--- config.mk ---
export PLATFORM = sky130hd
export DESIGN_NAME = const_gen_unit
export DESIGN_NICKNAME = d
export VERILOG_FILES = /design/src/rtl/const_gen_pkg.sv /design/src/rtl/const_ext.sv /design/src/rtl/const_gen_unit.sv
export SDC_FILE = /design/constraint.sdc
export NUM_CORES = 1
export LEC_CHECK = 0
export CAP_MARGIN = 10
export CORE_MARGIN = 2
export CORE_UTILIZATION = 39
export CTS_CLUSTER_DIAMETER = 30
export CTS_CLUSTER_SIZE = 25
export DETAILED_ROUTE_END_ITERATION = 7
export PLACE_DENSITY = 0.75
export SYNTH_ARGS = -nofsm -noshare
export SYNTH_HDL_FRONTEND = slang
export SYNTH_SLANG_ARGS = --single-unit
--- constraint.sdc ---
create_clock -name clk -period 1.24 [get_ports clk]
set_input_delay 0.248 -clock clk [delete_from_list [all_inputs] [get_ports clk]]
set_output_delay 0.248 -clock clk [all_outputs]
set_load 0.03 [all_outputs]
--- src/rtl/const_gen_pkg.sv ---
// rtl/const_gen_pkg.sv - shared mode codes and prefix FSM encoding for const_gen_unit
//   MODE_*  : 2-bit request mode codes (ZEXT, SEXT, UPPER, PREFIX)
//   cg_state_t : prefix state machine encoding (ST_IDLE, ST_PREFIXED)
package const_gen_pkg;

  localparam logic [1:0] MODE_ZEXT   = 2'b00;
  localparam logic [1:0] MODE_SEXT   = 2'b01;
  localparam logic [1:0] MODE_UPPER  = 2'b10;
  localparam logic [1:0] MODE_PREFIX = 2'b11;

  typedef enum logic {
    ST_IDLE     = 1'b0,
    ST_PREFIXED = 1'b1
  } cg_state_t;

endpackage

--- src/rtl/const_ext.sv ---
// rtl/const_ext.sv - combinational zero/sign/upper extender for 1- or 2-wide immediates
//   value  in  2*IMM_W  immediate; only the low IMM_W bits are used unless wide=1
//   wide   in  1        treat value as a 2*IMM_W-bit immediate
//   sign   in  1        sign-extend from the top valid bit instead of zero-extending
//   upper  in  1        place value[IMM_W-1:0] in the top IMM_W bits, low bits zero
//   result out DATA_W   extended constant
module const_ext
  import const_gen_pkg::*;
#(
  parameter int DATA_W = 32,
  parameter int IMM_W  = 15
) (
  input  logic [2*IMM_W-1:0] value,
  input  logic               wide,
  input  logic               sign,
  input  logic               upper,
  output logic [DATA_W-1:0]  result
);

  logic [DATA_W-1:0] zx;
  logic [DATA_W-1:0] hi_mask;
  logic              sign_bit;

  always_comb begin
    zx       = wide ? DATA_W'(value) : DATA_W'(value[IMM_W-1:0]);
    sign_bit = wide ? value[2*IMM_W-1] : value[IMM_W-1];
    // Ones above the valid width; OR-ing it in sign-extends a negative value.
    hi_mask  = wide ? ({DATA_W{1'b1}} << (2*IMM_W)) : ({DATA_W{1'b1}} << IMM_W);
    if (upper) begin
      result = DATA_W'(value[IMM_W-1:0]) << (DATA_W - IMM_W);
    end else begin
      result = zx | ((sign && sign_bit) ? hi_mask : '0);
    end
  end

endmodule

--- src/rtl/const_gen_unit.sv ---
// rtl/const_gen_unit.sv - pipelined immediate/constant generator with optional prefix mode
//   Optional feature: define CONST_GEN_PREFIX_EN to build the PREFIX mode, its FSM,
//   prefix register and sticky overwrite flag. Without it mode 11 acts as ZEXT.
//   clk, rst_n        clock, asynchronous active-low reset
//   flush             synchronous flush: drops the output and any held prefix
//   in_valid/in_ready request handshake; mode/imm request payload
//   out_valid/out_ready result handshake; result DATA_W-bit constant
//   prefix_pending    a prefix is held waiting for its consumer
//   prefix_ovr        sticky: a PREFIX replaced an unconsumed prefix
module const_gen_unit
  import const_gen_pkg::*;
#(
  parameter int DATA_W = 32,
  parameter int IMM_W  = 15
) (
  input  logic              clk,
  input  logic              rst_n,
  input  logic              flush,
  input  logic              in_valid,
  output logic              in_ready,
  input  logic [1:0]        mode,
  input  logic [IMM_W-1:0]  imm,
  output logic              out_valid,
  input  logic              out_ready,
  output logic [DATA_W-1:0] result,
  output logic              prefix_pending,
  output logic              prefix_ovr
);

  logic                accept;
  logic                produce;
  logic                wide;
  logic                sign;
  logic                upper;
  logic [2*IMM_W-1:0]  ext_value;
  logic [DATA_W-1:0]   ext_result;

  assign in_ready = !flush && (!out_valid || out_ready);
  assign accept   = in_valid && in_ready;
  assign sign     = (mode == MODE_SEXT);
  assign upper    = (mode == MODE_UPPER);

`ifdef CONST_GEN_PREFIX_EN
  cg_state_t          state;
  cg_state_t          state_next;
  logic [IMM_W-1:0]   prefix_reg;
  logic               ovr_q;
  logic               is_prefix;

  assign is_prefix = (mode == MODE_PREFIX);
  assign produce   = accept && !is_prefix;
  // UPPER discards a held prefix; ZEXT/SEXT consume it as the high half.
  assign wide      = (state == ST_PREFIXED) && !upper;
  assign ext_value = {prefix_reg, imm};

  always_ff @(posedge clk or negedge rst_n) begin
    if (!rst_n) begin
      state <= ST_IDLE;
    end else begin
      state <= state_next;
    end
  end

  always_comb begin
    state_next = state;
    if (flush) begin
      state_next = ST_IDLE;
    end else if (accept) begin
      state_next = is_prefix ? ST_PREFIXED : ST_IDLE;
    end
  end

  // flush forces in_ready low, so accept never coincides with flush here.
  always_ff @(posedge clk or negedge rst_n) begin
    if (!rst_n) begin
      prefix_reg <= '0;
      ovr_q      <= 1'b0;
    end else if (accept && is_prefix) begin
      prefix_reg <= imm;
      if (state == ST_PREFIXED) begin
        ovr_q <= 1'b1;
      end
    end
  end

  assign prefix_pending = (state == ST_PREFIXED);
  assign prefix_ovr     = ovr_q;
`else
  assign produce        = accept;
  assign wide           = 1'b0;
  assign ext_value      = {{IMM_W{1'b0}}, imm};
  assign prefix_pending = 1'b0;
  assign prefix_ovr     = 1'b0;
`endif

  const_ext #(
    .DATA_W (DATA_W),
    .IMM_W  (IMM_W)
  ) u_ext (
    .value  (ext_value),
    .wide   (wide),
    .sign   (sign),
    .upper  (upper),
    .result (ext_result)
  );

  // Single output register: a new result replaces the old one in the cycle it drains.
  always_ff @(posedge clk or negedge rst_n) begin
    if (!rst_n) begin
      out_valid <= 1'b0;
      result    <= '0;
    end else if (flush) begin
      out_valid <= 1'b0;
    end else if (produce) begin
      out_valid <= 1'b1;
      result    <= ext_result;
    end else if (out_ready) begin
      out_valid <= 1'b0;
    end
  end

endmodule

==> results.py <==
metrics = {
    "synth": {
        "synth_cell_types": 19,
        "synth_top_area_share_pct": 52.6,
        "yosysMostFrequentCell": "dfrtp_1",
        "yosysTopAreaCell": "dfrtp_1",
        "netlist_area_sq_um": 1520,
        "synthArstFlopShare_pct": 100,
        "yosysSeqAreaShare_pct": 52.6,
        "avgSynthCellArea_sq_um": 10.6,
        "syn_inst": 143,
        "synth-edff-count": 0,
        "yosys_warnings": 0,
        "synthTopCellsByCount": "dfrtp_1, inv_1, mux2i_1",
        "synth_flop_cell": "dfrtp_1",
        "synth_area_leaders": "dfrtp_1, mux2i_1, inv_1, a21oi_1, nand2_1",
        "ys_ff_latch": 32,
    },
    "outcome": {
        "violations": "negative setup slack",
        "status": "finished with violations",
    },
    "setup_path": {
        "worstPathBufferInverterCount": 2,
        "slowest_stage": "dfrtp_2",
        "path_cells": "nor2b_4 > buf_6 > nor2_4 > buf_6",
        "cp.required_ps": 990,
        "critPathTopFamily": "flip-flops",
        "crit_type": "reg -> out",
        "crit_top_cell": "buf_6",
        "setup.worst_path.end_class": "output pin",
        "critical_path.max_stage_delay_ps": 400,
        "cp_max_fo": 2,
        "worstPathArrival_ps": 1140,
        "critPathLaunchType": "flop",
    },
    "place": {
        "routabilityCongestion": 0.798,
        "place_hpwl_microns": 2540,
        "port_buffers": 55,
    },
    "timing": {
        "max_freq_ghz": 0.720,
        "timing.final.crit_share_pct": 112,
        "holdWs_ps": 337,
        "finClkSkew_ps": 2.39,
        "rsz0062_at_grt": "true",
        "setup_slack_ps": -149,
        "finalSetupViolCount": 33,
        "maxSlewViolCount": 0,
        "hold_viol": 0,
        "finalCriticalPeriod_ps": 1390,
    },
    "flow_run": {
        "cap_violations": 0,
    },
    "power_and_ir_drop": {
        "power.total_uw": 3280,
        "p_int_uw": 2160,
        "comb_power_share_pct": 35.0,
        "p_switching_uw": 1120,
        "p_leak_uw": 0.00115,
        "power_density_nw_per_um2": 1420,
        "pwr-share-seq_pct": 40.4,
        "swShare_pct": 34.2,
        "clkPwrFrac_pct": 24.6,
        "irDropWorstVdd_mv": 0.600,
    },
    "global_route": {
        "grt-ovfl-total": 0,
        "grt_use_total_pct": 17.7,
        "grt_pass1_vias": 1246,
        "grt_max_degree": 33,
        "grt_pass1_wl_microns": 5690,
        "grt_antenna_before_repair": 0,
    },
    "clock_tree": {
        "h-tree-depth": 2,
        "cts_root_buffer": "clkbuf_8",
        "cts_num_sinks": 32,
        "cts_tree": "built",
        "clk_path_buf_depth": 2,
        "cts_buffers": 5,
        "worstSkewPairLatency_ps": 280,
        "path_clk_slew_ps": 60,
    },
    "route": {
        "drt_wl_total_microns": 3450,
        "drtAntennaViolNets": 0,
        "vias": 1212,
        "post_drt_wl_per_cell_microns": 13.1,
        "drc": 0,
        "dr.pass1.iters": 4,
        "drtIter0Drc": 84,
        "vias_per_cell": 4.59,
    },
    "floorplan": {
        "ios": 58,
        "fp-row-count": 22,
        "coreArea_sq_um": 3720,
        "start_util_pct": 41.0,
        "die_h_microns": 66.5,
        "die_x_microns": 66.5,
        "die-area_sq_um": 4420,
    },
    "finish": {
        "synthToLayoutAreaGrowth_pct": 51.2,
        "fillers": 307,
        "drive_gt1_share_pct": 29.6,
        "diodes": 0,
        "regArea_sq_um": 802,
        "multiInputGateArea_sq_um": 534,
        "nNetsFinal": 237,
    },
    "min_path": {
        "hp-class": "in -> async",
    },
}
==> metrics by stage <==
step                util [%]  cells  TNS, ps  instance area (sq um)  setup slack [ps]
floorplan                  -    144    -4850                   1530              -165
global placement        56.6    252   -11460                   2100              -396
detailed placement      56.6    252   -13000                   2100              -471
CTS                     62.0    264    -2100                   2300              -159
global route            62.0    264    -3830                   2300              -200
finish                  62.0    264    -2250                   2300              -149
==> sequential cells by signal, indices dropped and copies added, names as in the netlist <==
signal and flops:
out_valid 1, result 31
==> layout by cell type (no fill, tap or decap) <==
cell type	instances
a21oi_1	14
and2b_1	1
and3b_1	1
buf_12	3
buf_16	1
buf_4	42
buf_6	4
buf_8	3
clkbuf_1	2
clkbuf_8	6
clkdlybuf4s50_1	21
conb_1	2
dfrtp_1	31
dfrtp_2	1
inv_1	30
mux2_4	1
mux2i_1	30
nand2_1	15
nand2b_1	1
nor2_1	2
nor2_4	1
nor2b_1	1
nor2b_4	1
nor3b_4	1
o21ai_0	1
==> worst paths after layout <==
| path | to | cells after the start | slack, ps | from |
|---|---|---|---|---|
| worst max-delay path | in_ready | 4 | -150 | out_valid |
| max in group asynchronous | out_valid | 2 | 720 | rst_n |
| worst max register to register | result[10] | 5 | -100 | out_valid |
| worst min-delay path | result[11] | 2 | 340 | rst_n |
| worst min register to register | result[14] | 2 | 520 | result[14] |
| min in group clk | result[14] | 2 | 520 | result[14] |
==> cells by family after synthesis <==
kind of cell | Yosys count | synth area share, %
other | 1 | 0.246
AOI/OAI and AO/OA | 15 | 4.93
buffers and inverters | 40 | 13.3
and+or+nand+nor | 24 | 8.46
DFF | 32 | 52.6
muxes | 31 | 20.5
==> power groups by stage <==
stage	logic, uW	clock network, uW	registers, uW
after floorplan	288	0	1680
after CTS	1160	840	1320
after global routing	1220	913	1350
after global placement	1090	0	1330
after detailed placement	1110	0	1340
final	1150	808	1320
==> worst register-to-register path: cells and delay by family, from the launching register on <==
| kind | cells | cell delay [ps] |
|---|---|---|
| flip-flops | 1 | 400 |
| buffers and inverters | 2 | 340 |
| AND/OR/NAND/NOR | 2 | 320 |
| multiplexers | 1 | 200 |
==> metal layers <==
| metal | GRT usage (%) | vias to the layer above | part of all wire, % |
|---|---|---|---|
| met1 | 20.9 | 575 | 44 |
| met2 | 29.1 | 50 | 48 |
| met3 | 6.42 | 4 | 7.2 |
| met4 | 6.89 | 0 | 0.61 |
| li1 | - | 583 | - |
| met5 | 0 | - | 0 |
==> final cells by class <==
class	count	share of cell area [%]
flip-flops and latches	32	34.8
inverters	30	4.89
clock buffers	8	3.91
multi-input cells	72	23.2
repair buffers	74	30.5
well taps	48	2.61
==> what timing repair did <==
action | in CTS | in global routing
hold buffers | 0 | 0
pin swaps | 1 | 0
gates cloned | 2 | 0
setup endpoints to repair | 32 | 33
setup buffers | 2 | 0
gates resized for setup | 17 | 0
Note: power is estimated with default switching activity, not from simulation.
